File: src/rtl/cpu_types_pkg.sv
// Shared CPU datapath types.
// Word/register widths and the EX/MEM access FSM state.
package cpu_types_pkg;

  localparam int WORD_W = 32;
  localparam int REG_W  = 5;

  typedef logic [WORD_W-1:0] word_t;
  typedef logic [REG_W-1:0]  regbits_t;

  typedef enum logic [1:0] {
    IDLE   = 2'd0,
    ACCESS = 2'd1,
    HALTED = 2'd2
  } memstage_state_t;

endpackage

File: src/rtl/ex_mem_stage.sv
// EX/MEM pipeline register with data-memory request FSM.
// Issues each load/store once, stalls until dhit, latches halt.
import cpu_types_pkg::*;

module ex_mem_stage (
  input  logic        CLK,
  input  logic        nRST,
  input  logic        enable_EX_MEM,
  input  logic        flush_EX_MEM,
  input  logic        dREN_ID_EX,
  input  logic        dWEN_ID_EX,
  input  logic        WEN_ID_EX,
  input  logic        halt_ID_EX,
  input  logic [4:0]  wsel_EX,
  input  logic [31:0] alu_out_EX,
  input  logic [31:0] rdat2_EX,
  input  logic        dhit,
  input  logic [31:0] dmemload,
  output logic        dmemREN,
  output logic        dmemWEN,
  output logic [31:0] dmemaddr,
  output logic [31:0] dmemstore,
  output logic        WEN_EX_MEM,
  output logic [4:0]  wsel_EX_MEM,
  output logic [31:0] alu_out_EX_MEM,
  output logic [31:0] dload_EX_MEM,
  output logic        memtoreg_EX_MEM,
  output logic        halt_EX_MEM,
  output logic        mem_stall
);

  memstage_state_t state, state_n;

  logic     dren_r;
  logic     dwen_r;
  logic     wen_r;
  logic     halt_r;
  regbits_t wsel_r;
  word_t    alu_r;
  word_t    rdat2_r;
  word_t    dload_r;

  logic in_access;
  logic live;
  logic do_flush;
  logic do_load;
  logic done_rd;

  assign in_access = (state == ACCESS);
  assign mem_stall = in_access & ~dhit;
  assign live      = (state != HALTED) & ~mem_stall;
  assign do_flush  = live & flush_EX_MEM;
  assign do_load   = live & ~flush_EX_MEM & enable_EX_MEM;
  assign done_rd   = in_access & dhit & dren_r;

  assign dmemREN         = in_access & dren_r;
  assign dmemWEN         = in_access & dwen_r;
  assign dmemaddr        = alu_r;
  assign dmemstore       = rdat2_r;
  assign WEN_EX_MEM      = wen_r;
  assign wsel_EX_MEM     = wsel_r;
  assign alu_out_EX_MEM  = alu_r;
  assign dload_EX_MEM    = dload_r;
  assign memtoreg_EX_MEM = dren_r;
  assign halt_EX_MEM     = halt_r;

  always_comb begin
    state_n = state;
    priority case (1'b1)
      (state == HALTED): state_n = HALTED;
      mem_stall:         state_n = ACCESS;
      flush_EX_MEM:      state_n = IDLE;
      enable_EX_MEM: begin
        if (halt_ID_EX)
          state_n = HALTED;
        else if (dREN_ID_EX | dWEN_ID_EX)
          state_n = ACCESS;
        else
          state_n = IDLE;
      end
      default: begin
        // a held op that just completed must not be reissued
        if (in_access)
          state_n = IDLE;
      end
    endcase
  end

  always_ff @(posedge CLK or negedge nRST) begin
    if (!nRST)
      state <= IDLE;
    else
      state <= state_n;
  end

  always_ff @(posedge CLK or negedge nRST) begin
    if (!nRST) begin
      dren_r  <= 1'b0;
      dwen_r  <= 1'b0;
      wen_r   <= 1'b0;
      halt_r  <= 1'b0;
      wsel_r  <= '0;
      alu_r   <= '0;
      rdat2_r <= '0;
      dload_r <= '0;
    end else begin
      if (done_rd)
        dload_r <= dmemload;
      if (do_flush) begin
        dren_r  <= 1'b0;
        dwen_r  <= 1'b0;
        wen_r   <= 1'b0;
        halt_r  <= 1'b0;
        wsel_r  <= '0;
        alu_r   <= '0;
        rdat2_r <= '0;
        dload_r <= '0;
      end else if (do_load) begin
        dren_r  <= dREN_ID_EX;
        // read+write together is illegal; resolve as a load
        dwen_r  <= dWEN_ID_EX & ~dREN_ID_EX;
        wen_r   <= WEN_ID_EX;
        halt_r  <= halt_ID_EX;
        wsel_r  <= wsel_EX;
        alu_r   <= alu_out_EX;
        rdat2_r <= rdat2_EX;
      end
    end
  end

  a_no_rw: assert property (
    @(posedge CLK) disable iff (!nRST)
    do_load |-> !(dREN_ID_EX && dWEN_ID_EX)
  );

endmodule

File: config.mk
export PLATFORM = sky130hd
export DESIGN_NAME = ex_mem_stage
export DESIGN_NICKNAME = d
export VERILOG_FILES = /design/src/rtl/cpu_types_pkg.sv /design/src/rtl/ex_mem_stage.sv
export SDC_FILE = /design/constraint.sdc
export NUM_CORES = 1
export LEC_CHECK = 0
export ABC_AREA = 1
export CORE_ASPECT_RATIO = 0.9
export CORE_MARGIN = 2
export CORE_UTILIZATION = 40
export DETAILED_ROUTE_END_ITERATION = 8
export PLACE_DENSITY = 0.86
export SKIP_LAST_GASP = 1
export SYNTH_ARGS = -nofsm -noshare
export SYNTH_HDL_FRONTEND = slang
export SYNTH_SLANG_ARGS = --single-unit
File: constraint.sdc
create_clock -name CLK -period 1.7 [get_ports CLK]
set_input_delay 0.425 -clock CLK [delete_from_list [all_inputs] [get_ports CLK]]
set_output_delay 0.425 -clock CLK [all_outputs]
set_load 0.03 [all_outputs]
======== Word-level counts from Yosys, hierarchy flattened ========
Cells that the tools add are included.
operators by class
  equality and inequality tests ........... 3
  mux-type cells .......................... 23
  bitwise gates (word level) .............. 15
  reductions and logical operators ........ 3
operators with widths
  cell                                            count
  2-to-1 mux 32 bit                               6
  2-to-1 mux 2 bit                                6
  bitwise AND 1 bit                               10
  2-to-1 mux 5 bit                                2
  2-to-1 mux 1 bit                                9
  nonzero test 5 bit                              1
  NOT 1 bit                                       4
  nonzero test 2 bit                              2
  == test 2 x 1 -> 1 bit (second input constant)  1
  == test 2 bit (second input constant)           1
  != test 2 bit (second input constant)           1
  bitwise OR 1 bit                                1
word-level totals
  bits in registers ....................... 107
  output and inout bits ................... 139
  word-level logic and storage cells ...... 53

======== Depth between registers and ports, before layout ========
  depth after elaboration ................. 8
  gate-level depth with buffers ........... 7
  gate-level depth less buffers ........... 6

======== Worst setup path after synthesis ========
OpenSTA, ideal clock, no wires.
  path kind ............................... reg2out
  from .................................... register dren_r (netlist: memtoreg_EX_MEM)
  to ...................................... output dmemREN
  data arrival time ....................... 1.465 ns
  required time ........................... 1.275 ns
  slack ................................... -0.190 ns
  cell stages (with the launch flop) ...... 5
  cell sequence ........................... dfrtp_1 buf_2 clkbuf_1 inv_1 nor2_1
between the ends
  longest elaborated chain between the ends .. 1
RTL lines
  what                    line                 source
  from (decl)             ex_mem_stage.sv:34   logic dren_r;
  from (signal assigned)  ex_mem_stage.sv:119  dren_r <= dREN_ID_EX;
  bitwise AND 1 bit       ex_mem_stage.sv:56   assign dmemREN = in_access & dren_r;
  to (decl)               ex_mem_stage.sv:19   output logic dmemREN,
No other way between the ends.

======== Worst setup path in the final report ========
  from .................................... register alu_r[23] (netlist: alu_out_EX_MEM[23])
  to ...................................... output alu_out_EX_MEM[23]
RTL lines
  what                    line                 source
  from (decl)             ex_mem_stage.sv:39   word_t alu_r;
  from (signal assigned)  ex_mem_stage.sv:125  alu_r <= alu_out_EX;
  to (decl)               ex_mem_stage.sv:25   output logic [31:0] alu_out_EX_MEM,
No word-level cell between the ends.

==> reports/results.txt <==
TritonCTS built the clock tree. Across the VDD grid, the largest voltage drop is 881 uV. Setup repair after global routing left no endpoint under its margin. The worst-case hold slack is 0.446 ns, and the initial core utilization is 0.409. In this run the clock root is driven by a clkbuf_16. For the register-to-register setup slack, the log shows 0.22 ns. The later pin in the worst-skew pair is clocked with a latency of 0.34 ns. The utilization of the core after routing came out at 0.605. The floorplan step defined a die boundary enclosing 0.0153 mm^2.

STA classifies the critical path endpoint as an output pin. The synthesized netlist contains 17 unique library cells. The clock sink count was 107; the transition time of the tightest slew-check pin was 0.356 ns.

The worst setup skew after layout is 0.00873 ns. The share of the clock period used by the worst path is 0.959. The total power density per cell area works out to 1430 mW/mm^2. Traced cell by cell, the critical path runs through dlygate4sd2_1. The via count of the first global-routing pass was 5370; the total routing resource utilization after global routing was 0.218.

Half-perimeter wire length of the detailed placement result: 11800 um. The run gives 1.27 ns as the required arrival time at the worst endpoint. The worst reg2reg path startpoint was state[1].

The synthesized instance count is 797. Using the TritonRoute via totals, the vias-per-cell ratio works out to 4.66. The number of antenna-violating nets in the routed design is 0. Type of the most critical hold path: primary input to async pin.

Counting the buffers created by CTS gives 9. After detailed routing, the average wire length per cell comes to 14.0 um. The first global-routing pass estimated 26400 um of wire.

The library cells used most frequently in the layout, excluding fill and tap cells, are nand2_1 (214), inv_1 (166), dlygate4sd2_1 (136), dfrtp_1 (106), clkdlybuf4s50_1 (106). In this run the mean area of a mapped cell was 7.21 um^2. The clock input transition at the sequential cells of the worst setup and hold paths was 0.07 ns; the I/O pin count was 249. In this design, the largest share of critical-path delay is due to flip-flops.

For the number of rows in the core area, the log shows 41. Data arrives at the worst endpoint at 1.21 ns. The number of port buffers is 248, and the final setup violation count is 0. The run gives 0.00197 mm^2 as the combined area of the multi-input logic cells. The ratio of cells with drive above 1 in the final layout was 0.0628. The global placer's final weighted congestion is 0.813, and the width of the die is 130 um. Counting along the longest clock path gives a buffer depth of 2.

The flip-flop and latch area was 0.00268 mm^2. The number of optimization iterations in the first detailed-route pass was 4. The critical path class was register to output pin. After the first detailed-routing iteration, the DRC count stood at 308. Along the worst path, the maximum fanout reaches 3.

The number of nets in the synthesized netlist is 907. After floorplanning, the core was sized to cover 0.0141 mm^2. For the maximum number of pins on one net before global-route repair, the log shows 70. The total buffers and inverters traversed by the critical path is 1. The signed area change from the synthesized netlist to the final layout is 47.9%, and the antenna diode count is 0. The critical register-to-register path endpoint is alu_out_EX_MEM[16]. Height of the chip: 118 um. The leakage component of the power is 0.00507 uW. For the final routed database, the setup TNS stands at 0 ns. The max-slew headroom at the worst pin is 0.764. The total wire length was 16800 um; the total congestion overflow was 0.

For the initial antenna violation count, the log shows 0. For this design, the slowest cell found on the critical path is dfrtp_1. The part of the Yosys area used for sequential elements came out at 0.466. Final critical path time including I/O delays and setup: 1.63 ns. The number of endpoints with negative hold slack in the final report is 0. The total via count in the routed design was 5573. The max-slew violation total from the final report is 0. The most common cell after layout, fill and taps aside is nand2_1.

The filler cells instantiated in the layout total 1329. Peak per-stage delay on the critical path: 0.44 ns. The flow ran to the end, and the final reports show no timing, DRC or antenna violations. The number of flip-flops and latches in the synthesized netlist is 107. Across the run, the number of max-cap violations was 0. In the final design database the tool counted 1109 nets. The worst setup path is launched from a register. For the number of warnings issued by yosys, the log shows 0.

In this run the number of H-tree levels came out at 3. The maximum clock rate was 613 MHz; the depth of the most critical reg-to-reg path was 5. The DRC violations left came out at 0. After synthesis the cells add up to 0.00575 mm^2.
[metal layers]
metal / vias up / track usage / part of all wire
met5: - / 0 / 0
met2: 207 / 0.361 / 0.48
met4: 0 / 0.0632 / 0.019
met3: 20 / 0.0659 / 0.082
met1: 2562 / 0.273 / 0.42
li1: 2784 / - / -
[synthesized netlist by cell type]
master      n  share of area
nand4_1   105           0.11
nand2_2     1         0.0011
buf_4      36          0.047
inv_2       2         0.0013
clkbuf_1   14         0.0091
nor3_1      2         0.0017
dfrtp_1   107           0.47
nand3_2     3         0.0052
nor2_1    102          0.067
o21ai_0     2         0.0017
nand2_1   215           0.14
nor2_2      2         0.0022
nand3_1     1        0.00087
nand3b_1    1         0.0013
buf_1       1        0.00065
buf_2      36          0.031
inv_1     167           0.11
[timing repair]
action / 4_1_cts / 5_1_grt
endpoints found under the setup margin: 138 / 1
hold buffers: 1 / 0
buffers inserted: 2 / 0
hold endpoints to repair: 5 / 0
resized for setup: 140 / 1
pin swaps: 2 / 1
[registers in the layout, summed over array words and instances, names as in the netlist]
register	flops
dload_EX_MEM	32
memtoreg_EX_MEM	1
dwen_r	1
alu_out_EX_MEM	32
state	2
wsel_EX_MEM	5
WEN_EX_MEM	1
halt_EX_MEM	1
dmemstore	32
[through the flow]
stage | setup slack, ns | cell area (um^2) | total power [uW] | cells
after floorplan | 0.0917 | 5760 | 8130 | 797
after CTS | 0.0152 | 8500 | 12300 | 1196
final | 0.0700 | 8500 | 12200 | 1196
after global placement | -0.155 | 8340 | 10800 | 1178
after global routing | 0.0227 | 8500 | 12900 | 1196
after detailed placement | -0.153 | 8340 | 10900 | 1178
[worst max-delay path by stage]
stage	start	to	slack (ns)	cells after the start
after floorplan	memtoreg_EX_MEM	dmemREN	0.09	4
after global placement	dhit	mem_stall	-0.15	5
after detailed placement	dhit	mem_stall	-0.15	5
after CTS	state[1]	dmemWEN	0.02	4
after global routing	state[1]	dmemWEN	0.02	4
final	alu_out_EX_MEM[23]	alu_out_EX_MEM[23]	0.07	1
[report_power, final]
part | internal, uW | switching (uW)
registers | 3330 | 557
logic | 1990 | 4210
clock network | 1180 | 920
total | 6500 | 5680
[kinds of logic after synthesis]
| group | share of synthesized area |
|---|---|
| simple gates | 0.334 |
| buf+inv | 0.199 |
| flops | 0.466 |
| compound gates | 0.00174 |
[final cells by class]
| class | count | area share |
|---|---|---|
| clock buffer | 11 | 0.0286 |
| clock inverter | 4 | 0.00603 |
| inverter | 169 | 0.0746 |
| multi-input combinational | 434 | 0.231 |
| sequential | 107 | 0.315 |
| tap | 193 | 0.0284 |
| timing repair buffer | 278 | 0.316 |
No activity file was read; power rests on OpenSTA's default activity.
